`src/rtl/aes_round_sequencer.sv`:
```
// aes_round_sequencer: round control FSM for an iterative AES core; AES_SEQ_ABORT_EN adds abort/aborted.
module aes_round_sequencer #(
  parameter int IDX_W = 4,
  parameter int CNT_W = 8
) (
  input  logic             clk,
  input  logic             reset,
  input  logic             start,
  input  logic [1:0]       mode,
  input  logic             decrypt,
`ifdef AES_SEQ_ABORT_EN
  input  logic             abort,
  output logic             aborted,
`endif
  output logic             ready,
  output logic             load_state,
  output logic             round_en,
  output logic             final_round,
  output logic [IDX_W-1:0] key_idx,
  output logic             done_valid,
  input  logic             done_ready,
  output logic             err_mode,
  output logic [CNT_W-1:0] blocks_done
);
  typedef enum logic [1:0] {IDLE, LOAD, ROUND, DONE} state_t;
  state_t state_q, state_d;
  logic [IDX_W-1:0] r_q, r_d, nr_q, nr_d, key_idx_d;
  logic [CNT_W-1:0] cnt_q, cnt_d;
  logic dec_q, dec_d, err_d, kill;
  always_comb begin
    state_d = state_q;
    r_d = r_q;
    nr_d = nr_q;
    dec_d = dec_q;
    cnt_d = cnt_q;
    err_d = 1'b0;
`ifdef AES_SEQ_ABORT_EN
    kill = abort && (state_q == LOAD || state_q == ROUND);
`else
    kill = 1'b0;
`endif
    case (state_q)
      IDLE: if (start) begin
        if (mode == 2'b11) err_d = 1'b1;
        else begin
          state_d = LOAD;
          dec_d = decrypt;
          nr_d = (mode == 2'b00) ? IDX_W'(10) : (mode == 2'b01) ? IDX_W'(12) : IDX_W'(14);
        end
      end
      LOAD: begin
        state_d = ROUND;
        r_d = IDX_W'(1);
      end
      ROUND: if (r_q == nr_q) state_d = DONE; else r_d = r_q + IDX_W'(1);
      DONE: if (done_ready) begin
        state_d = IDLE;
        cnt_d = cnt_q + CNT_W'(1);
      end
      default: state_d = IDLE;
    endcase
    if (kill) begin
      state_d = IDLE;
      r_d = '0;
    end
    // outputs are registered, so decode them from the next state
    key_idx_d = (state_d == LOAD) ? (dec_d ? nr_d : '0) :
                (state_d == ROUND) ? (dec_d ? nr_d - r_d : r_d) : '0;
  end
  always_ff @(posedge clk) begin
    if (reset) begin
      state_q <= IDLE;
      r_q <= '0;
      nr_q <= '0;
      dec_q <= 1'b0;
      cnt_q <= '0;
      ready <= 1'b1;
      load_state <= 1'b0;
      round_en <= 1'b0;
      final_round <= 1'b0;
      key_idx <= '0;
      done_valid <= 1'b0;
      err_mode <= 1'b0;
`ifdef AES_SEQ_ABORT_EN
      aborted <= 1'b0;
`endif
    end else begin
      state_q <= state_d;
      r_q <= r_d;
      nr_q <= nr_d;
      dec_q <= dec_d;
      cnt_q <= cnt_d;
      ready <= state_d == IDLE;
      load_state <= state_d == LOAD;
      round_en <= state_d == ROUND;
      final_round <= state_d == ROUND && r_d == nr_d;
      key_idx <= key_idx_d;
      done_valid <= state_d == DONE;
      err_mode <= err_d;
`ifdef AES_SEQ_ABORT_EN
      aborted <= kill;
`endif
    end
  end
  assign blocks_done = cnt_q;
endmodule

```
`config.mk`:
```
export PLATFORM = sky130hd
export DESIGN_NAME = aes_round_sequencer
export DESIGN_NICKNAME = d
export VERILOG_FILES = /design/src/rtl/aes_round_sequencer.sv
export SDC_FILE = /design/constraint.sdc
export NUM_CORES = 1
export LEC_CHECK = 0
export ABC_AREA = 1
export CAP_MARGIN = 5
export CORE_MARGIN = 8
export CORE_UTILIZATION = 57
export CTS_BUF_LIST = sky130_fd_sc_hd__clkbuf_8
export CTS_CLUSTER_SIZE = 28
export DETAILED_ROUTE_END_ITERATION = 12
export DONT_BUFFER_PORTS = 1
export GPL_ROUTABILITY_DRIVEN = 0
export PLACE_DENSITY_LB_ADDON = 0.25
export SKIP_CTS_REPAIR_TIMING = 1
export SKIP_LAST_GASP = 1
export SLEW_MARGIN = 20
export SYNTH_ARGS = -nofsm -noshare
export SYNTH_HDL_FRONTEND = slang
export SYNTH_SLANG_ARGS = --single-unit
```
`constraint.sdc`:
```
create_clock -name clk -period 6 [get_ports clk]
set_input_delay 0.9 -clock clk [delete_from_list [all_inputs] [get_ports clk]]
set_output_delay 0.9 -clock clk [all_outputs]
set_load 0.05 [all_outputs]
```
### After elaboration in Yosys (flattened, before gate mapping)

Cells that the tools add are included.

* register bits: 29
* latch bits: 0
* memory bits (writable): 0
* memory bits (read-only): 0
* output and inout port bits: 18
* memories: 0

* add/subtract/negate cells: 3
* $mul: 0
* divide/modulo/power cells: 0
* magnitude comparators: 0
* eq/ne operators: 10
* shift-type cells: 0
* mux-type cells: 20
* bitwise operators: 2
* reduce and logical (&&, ||, !) cells: 6

Operator list (number)
* 2-to-1 mux 4 bit: 8
* equality test 2 bit, second input constant: 5
* 2-to-1 mux 2 bit: 5
* adder 8 x 1 -> 8 bit, second input constant: 1
* equality test 4 bit: 2
* case mux 2 bit (4 select lines): 1
* case mux 4 bit (2 select lines): 1
* equality test 2 x 1 -> 1 bit, second input constant: 3
* zero test 2 bit: 3
* adder 4 x 1 -> 4 bit, second input constant: 1
* 2-to-1 mux 1 bit: 4
* subtractor 4 bit: 1
* 2-to-1 mux 3 bit: 1
* OR reduction 3 bit: 1
* NOT 1 bit: 2
* AND reduction 2 bit: 1
* logical AND 1 bit: 1

### Logic depth before layout (Yosys ltp)

Gate-level depths: netlist (run 1).

* depth after elaboration: 10
* depth in mapped cells: 17

### Least setup slack after synthesis (run 1)

OpenSTA, ideal clock, no wires.

* kind: in2reg
* from: input mode[1]
* to: register key_idx[1]
* setup time: 0.117 ns
* arrival: 2.216 ns
* data required time: 5.883 ns
* setup slack: 3.666 ns
* stages on the path: 10
* buffers on the path: 0
* cells stage by stage: nand2_1 -> inv_1 -> nor2_1 -> inv_1 -> nand2_1 -> ha_1 -> inv_1 -> ha_1 -> or2_1 -> a32o_1

* longest elaborated chain between the ends: 10
* elaborated cells on any way between the ends: 21

Ends and longest elaborated chain
* from (decl): line 9 `input logic [1:0] mode,`
* equality test 2 x 1 -> 1 bit: line 48 `nr_d = (mode == 2'b00) ? IDX_W'(10) : (mode == 2'b01) ? IDX_W'(12) : IDX_W'(14);`
* 2-to-1 mux 2 bit: line 48
* 2-to-1 mux 3 bit: line 48
* 2-to-1 mux 4 bit: line 44 `if (mode == 2'b11) err_d = 1'b1;`
* 2-to-1 mux 4 bit: line 43 `IDLE: if (start) begin`
* 2-to-1 mux 4 bit: line 42 `case (state_q)`
* subtractor 4 bit: line 68 `(state_d == ROUND) ? (dec_d ? nr_d - r_d : r_d) : '0;`
* 2-to-1 mux 4 bit (2 in series): line 68
* 2-to-1 mux 4 bit (*): line 67 `key_idx_d = (state_d == LOAD) ? (dec_d ? nr_d : '0) :`
* to (signal assigned): line 97 `key_idx <= key_idx_d;`
* to (decl): line 19 `output logic [IDX_W-1:0] key_idx,`

Mark *: on every way between the ends. The rest lies on a longest branch, timed or not.
A chain may end at the register's enable or synchronous reset.

### Final worst setup path (run 1)

* from: register state_q[0]
* to: register key_idx[1]

* longest elaborated chain between the ends: 6
* elaborated cells on any way between the ends: 19

Ends and longest elaborated chain
* from (decl): line 26 `state_t state_q, state_d;`
* from (signal assigned): line 88 `state_q <= state_d;`
* equality test 2 bit / equality test 2 x 1 -> 1 bit (equally long branches): line 42
* case mux 4 bit (2 select lines) (*): line 42
* via r_d[0]: line 27 `logic [IDX_W-1:0] r_q, r_d, nr_q, nr_d, key_idx_d;`
* subtractor 4 bit (*): line 68
* 2-to-1 mux 4 bit (*) (2 in series): line 68
* 2-to-1 mux 4 bit (*): line 67

The timed path passes the listed nets; every way through them passes the cells marked *.

==> results by group, run 1 <==
Status
  • Status: completed

Clock network
  • Number of CTS-inserted buffers: 5
  • H-tree levels: 2
  • Clock-pin slew on the worst setup and hold paths: 60 ps
  • Clk sinks: 29
  • CTS tree: built
  • Clock tree buffer depth: 2
  • Worst-Skew Late Latency: 280 ps
  • Clk root buf: clkbuf_8

Timing
  • Slew Limit Fails: 0
  • Final setup viols: 0
  • Final hold violation count: 0
  • Post-layout minimum cycle time: between 2000 and 2500 ps
  • Rel. slew slack: 59.7%
  • Measured slew at the worst slew-check pin: between 600 and 700 ps
  • Peak Freq: between 400 and 500 MHz
  • Clk_skew: a little under 7 ps
  • RSZ-0062 raised after global routing: no
  • Final period util: approximately two fifths
  • Setup TNS: 0 ps

Worst setup path
  • Crit path DAT: 2550 ps
  • Required time of the critical path: a little over 6000 ps
  • Crit Path Category: register to register
  • CP delay by family, top: adder cells
  • Setup crit start kind: register
  • Crit path top cell by count: ha_1
  • Critical Path Fanout Max: 6
  • Slowest-stage cell, CP: ha_1
  • CP peak stage delay: about 400 ps
  • Critical Path End Type: register
  • Cell Chain, Critical Path: inv_1, ha_1, nand2_2, o211ai_1, and2_1, ha_1, inv_1, ha_1, or2_1, a32o_1
  • Buffers plus inverters on the worst setup path: 2

Detailed routing
  • Vias per inst: about 5.3
  • Initial DRC Count: 80
  • TritonRoute pass-1 iters: 4
  • DR WL/cell: approximately 13 µm
  • Final WL: 3.32 mm
  • DRT antenna net count: 0
  • Via Count: between 1k and 1.5k
  • Drt drc: 0

Global routing
  • Largest net degree at the start of global routing: 18
  • GR Overflow Total: 0
  • Vias in the first global route: approximately 1.3k
  • Initial antenna violation count: 0
  • All-layer global routing usage: around 16%
  • First-pass GRT wire length: approximately 5.6 mm

Synth
  • Mean post-synth cell area: ~7.3 µm²
  • Synth Flop Type: dfxtp_1
  • Share of the synthesized area in the top cell type: 37.4%
  • Sequential-to-total area share from yosys stat: 37.4%
  • Async SR Flop Fraction: 0%
  • Syn Nets: roughly 230
  • #FFs+latches synth: 29
  • Mapped Area: between 1500 and 2000 µm²
  • Synth warnings: 0
  • Top cells by area, synth: dfxtp_1, nand2_1, ha_1
  • Post-Synthesis Cells: roughly 210
  • Distinct cells, synth: 31
  • Yosys top cell by area: dfxtp_1
  • Post-synth top cells: nand2_1, inv_1, dfxtp_1
  • Number of synthesized flops with an enable pin: 0
  • Most numerous cell in the Yosys netlist: nand2_1

Power and ir drop
  • Design Power: ~0.54 mW
  • Cell Pwr Density: between 300 and 400 nW/µm²
  • Leakage: around 0.76 nW
  • Peak VDD IR: 0.224 mV

Floorplan
  • Die Y-Extent: between 60 and 70 µm
  • Core ar.: between 2000 and 3000 µm²
  • Num rows: 19
  • Initial Utilization: about three fifths
  • Die X: between 60 and 70 µm
  • I/O Pins: 25
  • Die ar.: about 4600 µm²

Placement
  • DP HPWL: between 2 and 3 mm
  • Port Buffers: 0

Layout
  • Layout fillers: about 220
  • Nets@finish: 234
  • Number of diodes: 0
  • Share of cells above drive strength 1: 13.3%
  • Footprint of the multi-input gates: 817 µm²
  • Reg area: 581 µm²
  • Area grow syn2layout: 9.52%

Hold path
  • Hold Crit Class: register to register

Run
  • # Max-Cap Violations: 0
path summary, 6_finish.rpt:
check | slack (ps) | from | cells past startpoint | to
min | 540 | nr_q[0] | 2 | nr_q[0]
max | 3620 | state_q[0] | 10 | key_idx[1]
min reg2reg | 540 | nr_q[0] | 2 | nr_q[0]
max reg2reg | 3620 | state_q[0] | 10 | key_idx[1]
worst reg2reg max path, cell delays in order (launching register included):
cell and delay [ps]:
dfxtp_1 360, inv_1 110, ha_1 410, nand2_2 150, o211ai_1 80, and2_1 190
ha_1 180, inv_1 90, ha_1 230, or2_1 220, a32o_1 250
report_power, final:
part	leakage, nW	total, mW	switching (mW)	internal [mW]
sequential	0.236	0.220	0.0184	0.201
clock	0.0626	0.204	0.0706	0.133
combinational	0.466	0.114	0.0735	0.0406
total	0.764	0.538	0.163	0.375
metal layers:
metal	global-route usage (%)	vias up	wire length, µm
li1	-	680	-
met1	16.7	601	1300
met2	27.4	37	1680
met3	5.40	11	274
met4	8.44	0	74
met5	0	-	0
layout make-up:
| cell class | count | share of cell area (%) |
|---|---|---|
| multi-input cells | 142 | 48.1 |
| clock buffers | 6 | 4.86 |
| inverters | 39 | 8.62 |
| flip-flops and latches | 29 | 34.2 |
| clock inverters | 2 | 1.99 |
| well taps | 31 | 2.28 |
through the flow:
step	area, µm²	util (%)	setup slack [ps]	hold WS, ps	instances
after global placement	1580	59.4	3560	511	241
after detailed placement	1580	59.4	3500	519	241
after CTS	1700	63.8	3600	531	249
final	1700	63.8	3620	538	249
after global routing	1700	63.8	3440	581	249
after floorplan	1550	-	3670	472	212
state kept, by name, indices dropped and copies added (netlist names):
name,flops
round_en,1
load_state,1
dec_q,1
r_q,4
err_mode,1
key_idx,4
ready,1
nr_q,4
blocks_done,8
done_valid,1
state_q,2
final_round,1
cells by family after synthesis:
kind of cell	share of synthesized area, %
and+or+nand+nor	33.1
adders and majority gates	8.06
buffers and inverters	9.92
AOI/OAI and AO/OA	10.9
DFF	37.4
xor gates and xnor gates	0.565
placed cells by master (no fill, tap or decap), types with 2 or more instances in the layout:
cell	count
dfxtp_1	29
nor2_1	25
o21ai_0	9
nand2_1	42
inv_1	34
clkbuf_8	6
nand2_2	4
ha_1	10
nand2_4	4
a21oi_1	12
inv_2	6
nand3_2	2
nand4_1	6
nand3_1	7
nor3_1	5
Power figures use the tool's default switching activity.
==> run 2: changes to the inputs <==
--- a/config.mk
+++ b/config.mk
@@ -5,7 +5,7 @@
 export SDC_FILE = /design/constraint.sdc
 export NUM_CORES = 1
 export LEC_CHECK = 0
-export ABC_AREA = 1
+export ABC_AREA = 0
 export CAP_MARGIN = 5
 export CORE_MARGIN = 8
 export CORE_UTILIZATION = 57
==> constraint.sdc (replaced) <==
create_clock -name clk -period 1.9 [get_ports clk]
set_input_delay 0.285 -clock clk [delete_from_list [all_inputs] [get_ports clk]]
set_output_delay 0.285 -clock clk [all_outputs]
set_load 0.05 [all_outputs]
==> run 2 against run 1 <==
Synthesized area fell by 6.1%. The run now ends with negative setup slack left. Highest routed layer unchanged. Cell area grew 22%. Sequential cell count stayed put. Sequential power increased to 3.1 times the previous value. Clock skew fell by 1.7 ps. Fmax decreased by 17%. Critical path type unchanged. First-iteration DRC count is 74% higher. Critical endpoint is now key_idx[3]. Combinational power rose to 3.5 times the previous value. Largest cell class unchanged. Clock power rose to 2.8 times the previous value.
==> results by group, run 2 <==
Status
  • Status: complete, but fails checks
  • Failing checks: negative setup slack

Floorplan
  • Die Y-Extent: 66.5 µm
  • Die X: about 67 µm
  • Die ar.: around 4400 µm²
  • Initial Utilization: between 50 and 60%
  • Num rows: 18
  • I/O Pins: 25
  • Core ar.: 2450 µm²

Power and ir drop
  • Int Power: approximately 1.1 mW
  • Design Power: ~1.6 mW
  • Leakage: 0.911 nW
  • Clock share of power: around a third
  • Cell Pwr Density: roughly 790 nW/µm²
  • Peak VDD IR: ~0.96 mV
  • Sw Share: between 20 and 30%
  • Net switching power figure: about 0.5 mW
  • Sequential power share: about two fifths
  • Gate power share: 24.3%

Layout
  • Commonest non-fill, non-tap cell in the layout: buf_4
  • Non-Filler Instances: 241
  • Max reg flops: 8
  • Nets@finish: around 230
  • Commonest cells after routing, fill and taps aside: buf_4, dfxtp_1, nor2_1
  • Number of diodes: 0
  • Area grow syn2layout: 41.8%
  • Share of cells above drive strength 1: 37.4%

Clock network
  • CTS tree: built
  • Clock tree buffer depth: 2
  • Number of CTS-inserted buffers: 5
  • H-tree levels: 2
  • Clk root buf: clkbuf_8
  • Worst-Skew Late Latency: between 200 and 300 ps
  • Clock-pin slew on the worst setup and hold paths: 60 ps
  • Clk sinks: 29

Timing
  • Post-layout minimum cycle time: roughly 2900 ps
  • Slew Limit Fails: 0
  • Measured slew at the worst slew-check pin: about 580 ps
  • Hold_ws: between 60 and 70 ps
  • Clk_skew: about 5 ps
  • Peak Freq: ~350 MHz
  • Rel. slew slack: between 60% and 70%
  • Final hold violation count: 0
  • Final period util: 151%
  • Final setup viols: 12
  • Fin worst setup slack: -964 ps
  • Setup TNS: -2990 ps
  • RSZ-0062 raised after global routing: yes

Synth
  • #FFs+latches synth: 29
  • Most numerous cell in the Yosys netlist: dfxtp_1
  • Async SR Flop Fraction: 0%
  • Post-synth top cells: dfxtp_1, nor2_1, xor2_1
  • Synth warnings: 0
  • Mean post-synth cell area: approximately 9 µm²
  • Number of synthesized flops with an enable pin: 0
  • Synth Flop Type: dfxtp_1
  • Mapped Area: around 1500 µm²
  • Share of the synthesized area in the top cell type: between 30% and 40%
  • Top cells by area, synth: dfxtp_1, ha_1, xor2_1
  • Syn Nets: around 180
  • Yosys top cell by area: dfxtp_1
  • Distinct cells, synth: slightly above 40
  • Sequential-to-total area share from yosys stat: approximately 40%
  • Post-Synthesis Cells: 162

Placement
  • Placed Cells: around 230
  • Port Buffers: 0
  • DP HPWL: approximately 3.1 mm

Global routing
  • GR Overflow Total: 0
  • First-pass GRT wire length: roughly 6.7 mm
  • All-layer global routing usage: a little under 20%
  • Initial antenna violation count: 0
  • Vias in the first global route: ~1.5k
  • Largest net degree at the start of global routing: 23

Worst setup path
  • CP peak stage delay: ~540 ps
  • Crit path top cell by count: xor2_2
  • Setup crit start kind: register
  • Cell Chain, Critical Path: xor2_2, or4_4, a32o_1, a31oi_2, ha_1, a21bo_2, o221ai_4, xor2_2, and3_4, o31ai_2
  • Crit path DAT: between 3000 and 4000 ps
  • Required time of the critical path: approximately 2100 ps
  • Buffers plus inverters on the worst setup path: 0
  • CP delay by family, top: compound AO/OA/AOI/OAI gates
  • Critical Path End Type: register
  • Slowest-stage cell, CP: or4_4
  • Critical Path Fanout Max: 3
  • Crit Path Category: register to register

Detailed routing
  • DR WL/cell: a little over 20 µm
  • Vias per inst: around 6
  • Via Count: roughly 1.5k
  • Met1 Wirelength: 1.91 mm
  • TritonRoute pass-1 iters: 4
  • Wire length on met2: about 2.4 mm
  • Uppermost layer routed: met4
  • Drt drc: 0
  • Final WL: between 4 and 5 mm
  • Initial DRC Count: roughly 140
  • DRT antenna net count: 0
  • Wire length on met3: 373 µm

Hold path
  • Hold Crit Class: input pin to register

Run
  • # Max-Cap Violations: 0
## run 2: changes by cell type in the layout (fill, tap and decap cells not counted), sizes merged, moves of 4 or more
cell	previous run	this run
buf	0	45
nand2	50	12
inv	40	7
xor2	0	13
a21oi	13	3
o21ai	11	2
nor2b	0	7
nor2	27	21
a31oi	0	4
and3	0	4
nand4	6	2
## run 2: layout make-up
class	instances	area (µm²)
Multi-Input combinational cell	122	968
Sequential cell	29	586
Fill cell	128	390
Timing Repair Buffer	45	345
Clock buffer	7	96.3
Tap cell	30	37.5
Inverter	7	26.3
Clock inverter	1	5.00
## run 2: routing by layer
metal,vias up,GRT usage [%]
met5,-,0
met4,0,12.0
met3,33,7.55
met2,81,32.0
met1,705,20.8
li1,659,-
## run 2: stage by stage
step           worst slack, ps  instance area (µm²)  utilization [%]
3_5_place_dp              -797                 1820             74.2
5_1_grt                  -1010                 2060             84.1
6_report                  -964                 2060             84.1
3_3_place_gp              -670                 1820             74.2
4_1_cts                   -824                 1920             78.3
2_1_floorplan             -713                 1480                -
## run 2: power groups by stage
stage          clock (mW)  sequential (mW)  combinational [mW]
2_1_floorplan           0            0.688               0.174
6_report            0.565            0.676               0.398
5_1_grt             0.603            0.678               0.415
3_3_place_gp            0            0.687               0.285
3_5_place_dp            0            0.688               0.302
4_1_cts             0.568            0.675               0.306
## run 2: path summary, 6_finish.rpt
| check | slack [ps] | startpoint | endpoint | cells after the start |
|---|---|---|---|---|
| worst max-delay path | -960 | r_q[0] | key_idx[3] | 10 |
| worst min-delay path | 70 | reset | blocks_done[4] | 1 |
| worst max register to register | -960 | r_q[0] | key_idx[3] | 10 |
| worst min register to register | 580 | blocks_done[4] | blocks_done[4] | 2 |
## run 2: cells by family (layout without fill, tap and decap cells)
group           count (synthesis)  in the layout  share of synthesized area [%]
simple gates                   69             69                           23.7
xor+xnor                       15             15                           9.02
flops                          29             29                           39.9
fa+ha+maj                      10             10                           8.59
buf+inv                        11             60                           2.84
compound gates                 26             26                           14.5
mux                             2              2                           1.46
## run 2: worst register-to-register path, delay by kind of cell (launching register included)
family          cells  cell delay, ps
compound gates      5            1030
xor+xnor            2             350
fa+ha+maj           1             300
flops               1             350
simple gates        2             740
==> run 3: changes to the inputs <==
--- a/config.mk
+++ b/config.mk
@@ -7,8 +7,10 @@
 export LEC_CHECK = 0
 export ABC_AREA = 0
 export CAP_MARGIN = 5
+export CELL_PAD_IN_SITES_DETAIL_PLACEMENT = 2
+export CELL_PAD_IN_SITES_GLOBAL_PLACEMENT = 2
 export CORE_MARGIN = 8
-export CORE_UTILIZATION = 57
+export CORE_UTILIZATION = 35
 export CTS_BUF_LIST = sky130_fd_sc_hd__clkbuf_8
 export CTS_CLUSTER_SIZE = 28
 export DETAILED_ROUTE_END_ITERATION = 12
==> run 3 against run 2 <==
The flow still finishes with violations (negative setup slack). Worst hold slack lost 19 ps. Critical endpoint unchanged. Routed wire length grew 44%. Final cell count grew 11%. Sequential power grew 0.7%. Clock-buffer cell count shrank 1. First-iteration DRC count shrank 62%.
==> results by group, run 3 (synthesis gave the netlist of run 2 again) <==
Status
  • Status: complete, but fails checks
  • Failing checks: negative setup slack

Layout
  • Footprint of the multi-input gates: 976 µm²
  • Commonest non-fill, non-tap cell in the layout: buf_4
  • Nets@finish: 234
  • Share of cells above drive strength 1: between 40% and 50%
  • Max reg flops: 8
  • Reg area: around 590 µm²
  • Area grow syn2layout: 48.9%
  • Commonest cells after routing, fill and taps aside: buf_4, dfxtp_1, nor2_1
  • Number of diodes: 0
  • Layout fillers: about 410

Timing
  • Clk_skew: approximately 17 ps
  • Fin worst setup slack: -859 ps
  • Setup TNS: -3930 ps
  • Final hold violation count: 0
  • Slew Limit Fails: 0
  • Measured slew at the worst slew-check pin: approximately 580 ps
  • RSZ-0062 raised after global routing: yes
  • Peak Freq: 362 MHz
  • Final setup viols: 12
  • Hold_ws: around 47 ps
  • Post-layout minimum cycle time: between 2000 and 3000 ps
  • Rel. slew slack: around three fifths
  • Final period util: 145%

Detailed routing
  • Drt drc: 0
  • Final WL: ~7.2 mm
  • DRT antenna net count: 0
  • Via Count: around 1.5k
  • DR WL/cell: 26.8 µm
  • Vias per inst: ~5.6
  • Initial DRC Count: 53
  • TritonRoute pass-1 iters: 4

Floorplan
  • Initial Utilization: between 30% and 40%
  • Die ar.: about 6500 µm²
  • Core ar.: ~4000 µm²
  • I/O Pins: 25
  • Die Y-Extent: between 80 and 90 µm
  • Die X: roughly 80 µm
  • Num rows: 23

Worst setup path
  • Slowest-stage cell, CP: or4_4
  • Cell Chain, Critical Path: xor2_1, or4_4, a32o_2, a31oi_4, ha_4, a21bo_2, o221ai_4, xor2_2, and3_4, o31ai_2
  • Critical Path End Type: register
  • Required time of the critical path: about 2100 ps
  • Crit path DAT: around 3000 ps
  • Buffers plus inverters on the worst setup path: 0
  • Number of cells on the critical path: 10
  • Crit Path Category: register to register
  • CP peak stage delay: about 580 ps
  • R2R cell count: 10
  • Critical Path Fanout Max: 4
  • CP delay by family, top: compound AO/OA/AOI/OAI gates
  • Setup crit start kind: register

Global routing
  • GR Overflow Total: 0
  • First-pass GRT wire length: about 9.5 mm
  • Largest net degree at the start of global routing: 23
  • All-layer global routing usage: between 10% and 20%
  • Initial antenna violation count: 0
  • Vias in the first global route: between 1.5k and 2k

Run
  • # Max-Cap Violations: 0

Clock network
  • Clock tree buffer depth: 2
  • Clk sinks: 29
  • H-tree levels: 2
  • Clk root buf: clkbuf_8
  • Number of CTS-inserted buffers: 5
  • Clock-pin slew on the worst setup and hold paths: 80 ps
  • Worst-Skew Late Latency: around 290 ps
  • CTS tree: built

Hold path
  • Hold Crit Class: input pin to register
  • Hold path depth: 1

Placement
  • Port Buffers: 0
  • DP HPWL: 4.24 mm

Power and ir drop
  • Cell Pwr Density: 820 nW/µm²
  • Peak VDD IR: slightly below 0.9 mV
  • Leakage: 0.950 nW
-- run 3: final cells by class --
class	instances	area share (%)
Clock buffer	6	3.81
Clock inverter	2	1.56
Inverter	7	1.21
Multi-Input combinational cell	122	45.0
Sequential cell	29	27.2
Tap cell	50	2.89
Timing Repair Buffer	52	18.3
-- run 3: per-stage QoR --
step                      utilization [%]  total power, mW  cells  area [µm²]  setup slack, ps
after floorplan                         -            0.862    162        1480             -713
after detailed placement             47.1             1.03    256        1880             -809
after global routing                 54.2             1.83    268        2170             -908
after global placement               47.1            0.995    256        1880             -680
final                                54.2             1.78    268        2170             -859
after CTS                            50.0             1.71    264        2000             -943
-- run 3: final timing paths --
| check | startpoint | end | slack, ps |
|---|---|---|---|
| worst max-delay path | nr_q[1] | key_idx[3] | -860 |
| worst min-delay path | reset | r_q[1] | 50 |
| worst max register to register | nr_q[1] | key_idx[3] | -860 |
| worst min register to register | blocks_done[1] | blocks_done[1] | 650 |
-- run 3: worst reg2reg max path, stage by stage, from the launching register on --
cell	delay, ps
dfxtp_2	330
xor2_1	180
or4_4	580
a32o_2	290
a31oi_4	220
ha_4	250
a21bo_2	210
o221ai_4	100
xor2_2	170
and3_4	200
o31ai_2	160
-- run 3: power breakdown --
part           switching (mW)  total, mW  internal [mW]
clock network           0.253      0.675          0.422
logic                   0.221      0.421          0.201
registers              0.0511      0.681          0.630
-- run 3: routing by layer --
| metal | routed length (µm) | track usage (%) |
|---|---|---|
| met4 | 247 | 9.27 |
| met2 | 3700 | 35.8 |
| met1 | 2990 | 20.8 |
| met3 | 257 | 5.47 |
| met5 | 0 | 0 |
